[src/rtl/sr_cmd_pkg.sv]
// Shared types and constants for the SR command controller.
package sr_cmd_pkg;

    localparam int CNT_W               = 4;
    localparam int DB_CYCLES_DEF       = 4;
    localparam int HOLDOFF_CYCLES_DEF  = 2;

    typedef enum logic [1:0] {
        IDLE      = 2'd0,
        ISSUE_SET = 2'd1,
        ISSUE_CLR = 2'd2,
        HOLDOFF   = 2'd3
    } state_t;

endpackage

[src/rtl/sr_debounce.sv]
// Saturating debounce counter with a registered debounced level for one raw input.
module sr_debounce
    import sr_cmd_pkg::*;
#(
    parameter int DB_CYCLES = DB_CYCLES_DEF
) (
    input  logic clk,
    input  logic rst,
    input  logic din,
    output logic level
);

    localparam logic [CNT_W-1:0] DB_MAX = CNT_W'(DB_CYCLES);

    logic [CNT_W-1:0] cnt;
    logic [CNT_W-1:0] cnt_next;

    // NOTE: assign a default first so every path drives cnt_next and no latch is inferred.
    always_comb begin
        cnt_next = cnt;
        if (!din)
            cnt_next = '0;
        else if (cnt != DB_MAX)
            cnt_next = cnt + 1'b1;
    end

    // Level tracks the next count so it rises on the same edge the count saturates.
    // NOTE: non-blocking assignments keep every register updating from pre-edge values.
    always_ff @(posedge clk or posedge rst) begin
        if (rst) begin
            cnt   <= '0;
            level <= 1'b0;
        end else begin
            cnt   <= cnt_next;
            level <= (cnt_next == DB_MAX);
        end
    end

endmodule

[src/rtl/sr_cmd_ctrl.sv]
// Debounced set/clear command issuer for a downstream SR flip-flop.
// Optional SR_CMD_SYNC_EN adds two-flop input synchronizers ahead of the debouncers.
module sr_cmd_ctrl
    import sr_cmd_pkg::*;
#(
    parameter int DB_CYCLES      = DB_CYCLES_DEF,
    parameter int HOLDOFF_CYCLES = HOLDOFF_CYCLES_DEF
) (
    input  logic clk,
    input  logic rst,
    input  logic set_in,
    input  logic clr_in,
    output logic s,
    output logic r,
    output logic busy,
    output logic conflict
);

    localparam logic [CNT_W-1:0] HOLD_LOAD = CNT_W'(HOLDOFF_CYCLES - 1);

    logic set_src;
    logic clr_src;

`ifdef SR_CMD_SYNC_EN
    logic [1:0] set_sync;
    logic [1:0] clr_sync;

    always_ff @(posedge clk or posedge rst) begin
        if (rst) begin
            set_sync <= 2'b00;
            clr_sync <= 2'b00;
        end else begin
            set_sync <= {set_sync[0], set_in};
            clr_sync <= {clr_sync[0], clr_in};
        end
    end

    assign set_src = set_sync[1];
    assign clr_src = clr_sync[1];
`else
    assign set_src = set_in;
    assign clr_src = clr_in;
`endif

    logic set_lvl;
    logic clr_lvl;

    sr_debounce #(.DB_CYCLES(DB_CYCLES)) u_db_set (
        .clk   (clk),
        .rst   (rst),
        .din   (set_src),
        .level (set_lvl)
    );

    sr_debounce #(.DB_CYCLES(DB_CYCLES)) u_db_clr (
        .clk   (clk),
        .rst   (rst),
        .din   (clr_src),
        .level (clr_lvl)
    );

    logic set_lvl_q;
    logic clr_lvl_q;
    logic set_rise;
    logic clr_rise;
    logic set_pend;
    logic clr_pend;

    assign set_rise = set_lvl & ~set_lvl_q;
    assign clr_rise = clr_lvl & ~clr_lvl_q;

    state_t           state;
    logic [CNT_W-1:0] hold_cnt;

    always_ff @(posedge clk or posedge rst) begin
        if (rst) begin
            set_lvl_q <= 1'b0;
            clr_lvl_q <= 1'b0;
            set_pend  <= 1'b0;
            clr_pend  <= 1'b0;
            state     <= IDLE;
            hold_cnt  <= '0;
            s         <= 1'b0;
            r         <= 1'b0;
            busy      <= 1'b0;
            conflict  <= 1'b0;
        end else begin
            set_lvl_q <= set_lvl;
            clr_lvl_q <= clr_lvl;
            // Requests keep accumulating in every state; IDLE overrides when it consumes one.
            set_pend  <= set_pend | set_rise;
            clr_pend  <= clr_pend | clr_rise;
            s         <= 1'b0;
            r         <= 1'b0;
            conflict  <= 1'b0;

            case (state)
                IDLE: begin
                    if (set_pend && clr_pend) begin
                        state    <= HOLDOFF;
                        hold_cnt <= HOLD_LOAD;
                        conflict <= 1'b1;
                        busy     <= 1'b1;
                        set_pend <= set_rise;
                        clr_pend <= clr_rise;
                    end else if (set_pend) begin
                        state    <= ISSUE_SET;
                        s        <= 1'b1;
                        busy     <= 1'b1;
                        set_pend <= set_rise;
                    end else if (clr_pend) begin
                        state    <= ISSUE_CLR;
                        r        <= 1'b1;
                        busy     <= 1'b1;
                        clr_pend <= clr_rise;
                    end else begin
                        busy     <= 1'b0;
                    end
                end
                ISSUE_SET, ISSUE_CLR: begin
                    state    <= HOLDOFF;
                    hold_cnt <= HOLD_LOAD;
                    busy     <= 1'b1;
                end
                HOLDOFF: begin
                    if (hold_cnt == '0) begin
                        state <= IDLE;
                        busy  <= 1'b0;
                    end else begin
                        hold_cnt <= hold_cnt - 1'b1;
                        busy     <= 1'b1;
                    end
                end
                default: begin
                    state <= IDLE;
                    busy  <= 1'b0;
                end
            endcase
        end
    end

endmodule
[config.mk]
export PLATFORM = sky130hd
export DESIGN_NAME = sr_cmd_ctrl
export DESIGN_NICKNAME = d
export VERILOG_FILES = /design/src/rtl/sr_cmd_pkg.sv /design/src/rtl/sr_debounce.sv /design/src/rtl/sr_cmd_ctrl.sv
export SDC_FILE = /design/constraint.sdc
export NUM_CORES = 1
export LEC_CHECK = 0
export ABC_AREA = 1
export BUFFER_PORTS_ARGS = -buffer_cell sky130_fd_sc_hd__buf_2
export CORE_MARGIN = 2
export CORE_UTILIZATION = 58
export CTS_CLUSTER_SIZE = 10
export DETAILED_ROUTE_END_ITERATION = 8
export PLACE_DENSITY = 0.77
export SYNTH_ARGS = -nofsm -noshare
export SYNTH_HDL_FRONTEND = slang
export SYNTH_HIERARCHICAL = 1
export SYNTH_SLANG_ARGS = --single-unit
[constraint.sdc]
create_clock -name clk -period 1.56 [get_ports clk]
set_input_delay 0.156 -clock clk [delete_from_list [all_inputs] [get_ports clk]]
set_output_delay 0.156 -clock clk [all_outputs]
set_load 0.005 [all_outputs]
==> results of run 1 <==
-- layer usage --
| layer | wire length (um) | vias to the layer above |
|---|---|---|
| met5 | 0 | - |
| met4 | 23 | 0 |
| met3 | 39 | 2 |
| met2 | 926 | 8 |
| met1 | 884 | 410 |
| li1 | - | 477 |
-- power by group --
part | switching, uW | internal, uW | total (uW)
clock network | 172 | 142 | 315
logic | 458 | 277 | 736
registers | 93.2 | 745 | 839
total | 724 | 1170 | 1890
-- layout by cell type, fill, tap and decap left out, types with 4 or more instances in the layout --
cell,instances
sky130_fd_sc_hd__nor2_2,4
sky130_fd_sc_hd__nand3_1,11
sky130_fd_sc_hd__inv_1,31
sky130_fd_sc_hd__buf_2,7
sky130_fd_sc_hd__dfrtp_1,24
sky130_fd_sc_hd__ha_1,9
sky130_fd_sc_hd__nand2_1,38
sky130_fd_sc_hd__nor2_1,4
-- worst max-delay path, stage by stage, from the launching register on --
cell and delay [ps]:
sky130_fd_sc_hd__dfrtp_1 470, sky130_fd_sc_hd__inv_1 70, sky130_fd_sc_hd__ha_1 230, sky130_fd_sc_hd__nand3_2 110
sky130_fd_sc_hd__nand2_1 60, sky130_fd_sc_hd__inv_1 50, sky130_fd_sc_hd__nand2_1 70, sky130_fd_sc_hd__nand2_1 80
sky130_fd_sc_hd__nor2_2 30
-- sequential cells by signal (all words and copies together) (netlist names), 2 cells and up --
register	flops
hold_cnt	4
u_db_clr/cnt	4
u_db_set/cnt	4
state	2
-- Yosys cell counts, drive strengths merged --
| cell | n | area, um^2 |
|---|---|---|
| a21oi | 1 | 8.760 |
| dfrtp | 24 | 600.6 |
| ha | 9 | 112.6 |
| inv | 34 | 127.6 |
| nand2 | 39 | 148.9 |
| nand3 | 12 | 65.06 |
| nand4 | 3 | 18.77 |
| nor2 | 9 | 51.29 |
| nor3 | 3 | 15.01 |
| o211ai | 1 | 7.510 |
| o21a | 1 | 7.510 |
| o21ai | 8 | 58.81 |
| o22ai | 2 | 12.51 |
| xor2 | 1 | 8.760 |
-- timing repair --
action	in CTS	in global routing
hold buffers	1	0
buffers inserted	0	0
hold endpoints to repair	24	0
-- area by class of cell --
type                    instances  area [um^2]
fillers                       169        643.1
repair buffers                  8        45.04
clock buffers                   4        36.28
multi-input cells              89        515.5
flip-flops and latches         24        600.6
inverters                      34        127.6
well taps                      27        33.78
-- how the worst min path moves through the flow --
stage / from / endpoint / slack [ps] / cells past startpoint
2_1_floorplan: rst / u_db_clr/cnt[0] / -70 / 1
3_3_place_gp: rst / u_db_set/cnt[0] / 80 / 2
3_5_place_dp: rst / u_db_set/level / 80 / 2
4_1_cts: clr_in / u_db_clr/cnt[1] / 80 / 3
5_1_grt: clr_in / u_db_clr/cnt[1] / 80 / 3
6_report: clr_in / u_db_clr/cnt[1] / 90 / 3
-- cell families after synthesis --
logic type,count (synthesis),share of synthesized area (%)
simple gates,66,24.04
buf+inv,34,10.26
flops,24,48.29
compound gates,13,7.647
fa+ha+maj,9,9.054
xor+xnor,1,0.7044
-- stage by stage --
step                      cells  setup slack, ps  power, uW
after global routing        186            172.0       2046
final                       186            309.1       1889
after global placement      181            370.2       1544
after detailed placement    181            329.5       1585
after floorplan             147            443.8       1421
after CTS                   186            305.3       1905
==> results, run 1 <==
- The run finished with clean final reports.
- The synthesized netlist occupies a cell area of 1244 um^2.
- Counting the buffers created by CTS gives 3.
- The nature of the critical path endpoint is a flop.
- The growth of design area from synthesis to finish is 9.255%.
- For the finished layout, the period the worst path requires is 1251 ps.
- The floorplan step defined a die boundary enclosing 2531 um^2.
- The setup check on the worst reg-to-reg path leaves a slack of 310 ps.
- The die height is 50.31 um.
- The nature of the critical path startpoint is a flop.
- The detail route stage leaves a number of antenna-violating nets equal to 0.
- The required time of the critical path is 1780 ps.
- In this run the worst path has a maximum fanout of 6.
- The met2 demand-to-capacity share in global routing is 32.46%.
- Counting along the longest clock path gives a buffer depth of 2.
- The startpoint of the most critical register-to-register path is u_db_clr/cnt[0].
- The tree built by TritonCTS fans out to 24 sinks.
- On the final layout, the worst hold slack is 85.68 ps.
- The standby leakage power is 0.0007500 uW.
- The routing layer with the top usage in global route is met2.
- In this run the number of H-tree levels came out at 1.
- The TritonCTS clock tree is built.
- The distinct cell type count of the synthesized netlist is 22.
- The terminus of the critical flop-to-flop path is u_db_clr/level.
- The clock transition at the register clock pins on the worst setup and hold paths after CTS is 130 ps.
- Counting every net in the synthesized netlist gives 160.
- The congestion estimate from routability-driven global placement came to 0.8728.
- The HPWL after detailed placement is 1.513 mm.
- The cell count after synthesis came out at 147.
- Data arrives at the worst endpoint at 1470 ps.
- The worst-margin pin slew is 532.4 ps.
- The count of buffers added on input and output ports is 7.
- The count of TritonRoute iterations in the first routing pass is 4.
- The floorplan step set the die width to 50.31 um.
- The ratio of cells with drive above 1 in the final layout is 15.72%.
- The final number of max-transition violations is 0.
- Entering global routing, the biggest net connects 15 pins.
- The cell count of the worst reg-to-reg path is 8.
- The hold violation total from the final report is 0.
- The floorplan row count is 16.
- The via-per-instance ratio is 4.823.
- The placement-stage cell area is 1313 um^2.
- The tool flagged a number of max-cap violations equal to 0.
- The average wire length per cell after detail routing is 10.08 um.
- The setup path with the least slack is of type reg -> reg.
- At the later pin of the worst-skew pair, clock insertion delay measures 310 ps.
- Setup repair after global routing left no endpoint under its margin.
- The sequential area share after synthesis is 48.29%.
- The region available for standard cell placement spans 2002 um^2.
- In this run the worst setup path begins at u_db_clr/cnt[0].
- Summed over all layers, the routed wires come to 1.874 mm.
- The initial antenna violation count is 0.
- In this run the tightest slew margin relative to its limit is 64.47%.
- The initial utilization of the core area, before any placement, comes to 62.13%.
- The net count of the finished layout is 173.
- The met3 track demand over resource in global routing is 3.571%.
- The total overflow left after global routing is 0.
- The areal power density over the cells is 1390 nW/um^2.
- For this run, the total global-route usage over all layers was measured as 17.06%.
- The number of resized instances in the post-cts repair step is 0.
- The I/O pin total is 8.
- 0 antenna diodes ended up in the layout.
- The final clock skew is 8.669 ps.
- Global routing consumed, on the met1 layer, 18.66% of the routing resources.
- The synthesized design contains 24 register bits.
- The share of the core filled with cells is 67.88%.
- The worst supply voltage drop on vdd is 788.2 uV.
- The most critical setup path has its endpoint at u_db_clr/level.
- For this run, the number of Yosys warnings is 6.
- The summed negative setup slack over all endpoints is 0 ps.
- The part of the cycle the worst path needs is 80.19%.
- The cell sitting at the root of the clock tree is a sky130_fd_sc_hd__clkbuf_4.
- The via count of the first global-routing pass is 860.
- The post-synthesis average cell area is 8.460 um^2.
- The setup violation total in the final timing report is 0.
- After detailed routing, the number of remaining DRC violations is 0.
- The routed layout has 897 vias.
- The final instance area is 1359 um^2.
- The global-route wire length before repair is 3.284 mm.
- Based on the critical path, the design can be clocked at up to 0.7994 GHz.
- The tightest min-delay check is of the in -> reg type.
- The violation count after the first detailed-routing iteration is 14.
No activity file was read; power rests on OpenSTA's default activity.
==> inputs of run 2 (changes only) <==
--- a/config.mk
+++ b/config.mk
@@ -5,13 +5,13 @@
 export SDC_FILE = /design/constraint.sdc
 export NUM_CORES = 1
 export LEC_CHECK = 0
-export ABC_AREA = 1
+export ABC_AREA = 0
 export BUFFER_PORTS_ARGS = -buffer_cell sky130_fd_sc_hd__buf_2
 export CORE_MARGIN = 2
-export CORE_UTILIZATION = 58
+export CORE_UTILIZATION = 52
 export CTS_CLUSTER_SIZE = 10
 export DETAILED_ROUTE_END_ITERATION = 8
-export PLACE_DENSITY = 0.77
+export PLACE_DENSITY = 0.73
 export SYNTH_ARGS = -nofsm -noshare
 export SYNTH_HDL_FRONTEND = slang
 export SYNTH_HIERARCHICAL = 1
==> constraint.sdc (replaced) <==
create_clock -name clk -period 1.1 [get_ports clk]
set_input_delay 0.11 -clock clk [delete_from_list [all_inputs] [get_ports clk]]
set_output_delay 0.11 -clock clk [all_outputs]
set_load 0.005 [all_outputs]
==> run 2 against run 1 <==
The run now ends with setup timing left; setup slack worse by 830 ps; routed wire length is 130% higher; sequential power is 38% higher; critical path type unchanged; clock skew is 4.0 ps lower; count of clock-buffer cells in the layout is 1 lower; cell area is 51% higher.
==> results, run 2 <==
- The flow ran to the end, but the final reports show violations.
- The checks that failed: setup timing.
- The number of H-tree levels is 1 (unchanged).
- Leaving out fill and tap cells, the most frequent cell in the layout is sky130_fd_sc_hd__buf_4.
- The worst setup path is launched from a flop.
- The total power is 4622 uW (+140%).
- The violation count after the first detailed-routing iteration came to 35 (+21).
- The global-route wire length before repair is 5.326 mm (+62%).
- The largest area contributor in the netlist is sky130_fd_sc_hd__dfrtp_1.
- The number of warnings issued by yosys is 6 (unchanged).
- The number of synthesized flops with an enable pin is 0 (unchanged).
- The slowest stage of the critical path belongs to the cell sky130_fd_sc_hd__dfrtp_1.
- The synthesized netlist net count is 128 (-20%).
- The final net count is 184 (+6.4%).
- The hold violation total from the final report is 0 (unchanged).
- The initial standard-cell utilization of the core is 55.57% (-6.6 points).
- The top flip-flop cell by instance count after synthesis is sky130_fd_sc_hd__dfrtp_1.
- The share of synthesized flip-flops with an asynchronous set or reset was 100.0% (unchanged).
- In the layout the commonest cells are 30 x sky130_fd_sc_hd__buf_4, 23 x sky130_fd_sc_hd__dfrtp_1, 14 x sky130_fd_sc_hd__buf_6, 12 x sky130_fd_sc_hd__inv_1.
- The number of clock sinks was 24 (unchanged).
- The antenna diode count was 0 (unchanged).
- The critical path goes through inv_2 > ha_4 > or3b_4 > buf_4 > buf_6 > nor2_4 > a221oi_1.
- The average wire length per cell after detail routing is 22.16 um (+120%).
- The standby leakage power is 0.0009359 uW (+25%).
- The overall routing resource usage is 26.81% (+9.7 points).
- The worst supply voltage drop on vdd came to 2154 uV (+170%).
- The areal power density over the cells came to 2246 nW/um^2 (+62%).
- The distinct cell type count of the synthesized netlist is 37 (+68%).
- The part of the cycle the worst path needs is 147.6% (+67 points).
- The insertion delay of the later-clocked pin in the worst-skew pair was 330 ps (+20 ps).
- The final clock skew came to 4.673 ps (-3.996 ps).
- The routed metal-1 wire length was 1.779 mm (+100%).
- The clock transition at the register clock pins on the worst setup and hold paths after CTS is 140 ps (about the same).
- The largest fanout on the critical path is 3 (-3).
- The cell count of the worst reg-to-reg path is 7 (-1).
- The die height is 52.86 um (+5.1%).
- The maximum number of pins on one net before global-route repair came to 15 (unchanged).
- The area growth from synthesis to layout is 65.83%.
- The worst stage delay on the critical path was 430 ps (-40 ps).
- The TritonCTS clock tree is built.
- The sequential area share after synthesis is 48.39% (+0.097 points).
- The routed wire length came to 4.388 mm (+130%).
- The required time of the critical path is 1320 ps (-460 ps).
- The ratio of cells with drive above 1 in the final layout is 60.00% (+44 points).
- The synthesized instance count came to 115 (-22%).
- The floorplan row count was 17 (+1).
- The post-detailed-route DRC marker count is 0 (unchanged).
- The I/O pin total is 8 (unchanged).
- The slack of the worst reg-to-reg path came to -520 ps (-830 ps).
- By count the netlist is led by 24 x sky130_fd_sc_hd__dfrtp_1, 16 x sky130_fd_sc_hd__inv_1, 9 x sky130_fd_sc_hd__ha_1, 6 x sky130_fd_sc_hd__nor2_1, 6 x sky130_fd_sc_hd__o21ai_0.
- The detailed router used layers up to and including met4.
- Setup repair after global routing could not meet its margin everywhere.
- The via count of the routed design was 1,197 (+33%).
- The count of TritonRoute iterations in the first routing pass is 4 (unchanged).
- The detailed route wirelength on metal3 was 166 um (+330%).
- By area the synthesized netlist is led by sky130_fd_sc_hd__dfrtp_1 48%, sky130_fd_sc_hd__ha_1 9.1%, sky130_fd_sc_hd__inv_1 4.8%.
- The max-capacitance violation count is 0 (unchanged).
- The overflow left after global routing is 0 (unchanged).
- The minimum period implied by the final worst setup slack is 1623 ps (+372.5 ps).
- The post-placement setup slack is -474.2 ps (-803.8 ps).
- The start point of the worst min-delay path is clr_in.
- The final number of max-transition violations is 0 (unchanged).
- The worst-case clock buffer depth came to 2 (unchanged).
- The via-per-instance ratio is 6.045 (+25%).
- The setup violation total in the final timing report was 18 (+18).
- The cell chosen for the clock root is sky130_fd_sc_hd__clkbuf_4.
- The nature of the critical path endpoint is a flop.
- The largest registers in the layout are hold_cnt x4, u_db_clr/cnt x4, u_db_set/cnt x4.
- The routability-driven placement congestion ratio was 0.8495 (-2.7%).
- The startpoint of the most critical register-to-register path is hold_cnt[0].
- The overall die area is 2794 um^2 (+10%).
- The initial antenna violation count is 0 (unchanged).
- The post-synthesis cell area is 1241 um^2 (-0.20%).
- The routed length on met2 was 2.232 mm (+140%).
- The number of register bits inferred by synthesis was 24 (unchanged).
- The highest attainable clock frequency was 0.6160 GHz (-23%).
- The worst setup margin is -523.4 ps (-832.5 ps).
- The post-synthesis average cell area is 10.79 um^2 (+28%).
- The terminus of the critical flop-to-flop path is hold_cnt[0].
- The via count of the first global-routing pass came to 1,209 (+41%).
- The x dimension of the die is 52.86 um (+5.1%).
- The number of filler cells placed in the layout came to 82 (-51%).
- The worst slew margin relative to its limit is 62.35% (-2.1 points).
- The share of Yosys cell area claimed by the top area cell type is 48.39% (+0.097 points).
- The arrival time of the worst setup path is 1840 ps (+370 ps).
- The number of port buffers is 7 (unchanged).
- The endpoint of the worst hold path is u_db_clr/cnt[2].
- The worst-margin pin slew is 564.2 ps (+31.73 ps).
- By instance count, the leading cell after synthesis is sky130_fd_sc_hd__dfrtp_1.
- The number of nets with antenna violations after routing is 0 (unchanged).
- The HPWL after detailed placement is 2.034 mm (+34%).
- The kind of critical path is reg -> reg.
- The hold-critical path depth is 3 (unchanged).
- The number of buffers created by CTS was 3 (unchanged).
- The classification of the worst-slack hold path is in -> reg.
- The area of the core is 2233 um^2 (+12%).
==> run 2: changes by cell type after synthesis, moves of 3 or more <==
cell / previous run / this run
sky130_fd_sc_hd__nand3_1: 11 / 2
sky130_fd_sc_hd__nor2b_1: 0 / 4
sky130_fd_sc_hd__and3_1: 0 / 3
sky130_fd_sc_hd__a31oi_1: 0 / 3
sky130_fd_sc_hd__inv_1: 31 / 16
sky130_fd_sc_hd__nand2_1: 38 / 2
sky130_fd_sc_hd__o21ai_0: 2 / 6
sky130_fd_sc_hd__o21ai_1: 3 / 0
sky130_fd_sc_hd__nor2_2: 4 / 0
sky130_fd_sc_hd__nand2b_1: 0 / 3
==> run 2: worst max-delay path, delay by kind of cell, from the launching register on <==
| family | cells | cell delay [ps] |
|---|---|---|
| compound gates | 1 | 80 |
| fa+ha+maj | 1 | 130 |
| buf+inv | 3 | 380 |
| flops | 1 | 430 |
| simple gates | 2 | 490 |
==> run 2: worst max-delay path by stage <==
stage / startpoint / depth (start not counted) / end / slack (ps)
2_1_floorplan: hold_cnt[1] / 5 / state[1] / -480
3_3_place_gp: hold_cnt[1] / 5 / state[1] / -430
3_5_place_dp: hold_cnt[1] / 5 / state[1] / -470
4_1_cts: hold_cnt[1] / 5 / state[1] / -500
5_1_grt: hold_cnt[0] / 7 / hold_cnt[1] / -570
6_report: hold_cnt[0] / 7 / hold_cnt[0] / -520
==> run 2: what timing repair did <==
action | 4_1_cts | 5_1_grt
gates resized for setup | 29 | 34
hold buffers | 1 | 0
pin swaps | 7 | 11
setup endpoints to repair | 19 | 18
hold endpoints to repair | 24 | 0
setup buffers | 9 | 5
==> run 2: through the flow <==
stage	std cells	hold slack, ps	TNS [ps]	utilization [%]	area (um^2)
3_5_place_dp	180	37.09	-3440	71.93	1607
3_3_place_gp	180	38.62	-2796	71.93	1607
5_1_grt	198	27.98	-5265	92.16	2058
6_report	198	40.94	-4644	92.16	2058
2_1_floorplan	115	-111.5	-2136	-	1308
4_1_cts	194	41.48	-3556	82.63	1846
==> run 2: cells by family (layout without fill, tap and decap cells) <==
family	count (synthesis)	in the layout	share of synthesized area [%]
AND/OR/NAND/NOR	35	35	18.15
buffers and inverters	19	74	5.746
multiplexers	3	3	2.520
flip-flops	24	24	48.39
AO/OA/AOI/OAI	25	25	16.13
adder cells (fa/ha/maj)	9	9	9.073
==> run 2: cell type report <==
| type | count | area, um^2 | area share (%) |
|---|---|---|---|
| sequential | 24 | 601.8 | 29.24 |
| clock buffer | 3 | 22.52 | 1.094 |
| inverter | 18 | 67.56 | 3.283 |
| clock inverter | 1 | 30.03 | 1.459 |
| multi-input combinational | 72 | 873.3 | 42.43 |
| timing repair buffer | 52 | 427.9 | 20.79 |
| tap | 28 | 35.03 | 1.702 |
==> run 2: metal layers <==
layer	global-route usage, %	up-vias
met1	27.64	602
met2	53.13	55
met4	10.68	0
li1	-	518
met3	3.672	22
met5	0	-
==> run 2: power breakdown <==
part	leakage [uW]	switching [uW]	internal, uW
clock	0.0000279	295	369
sequential	0.000316	129	1030
combinational	0.000592	1320	1480
total	0.000936	1740	2880
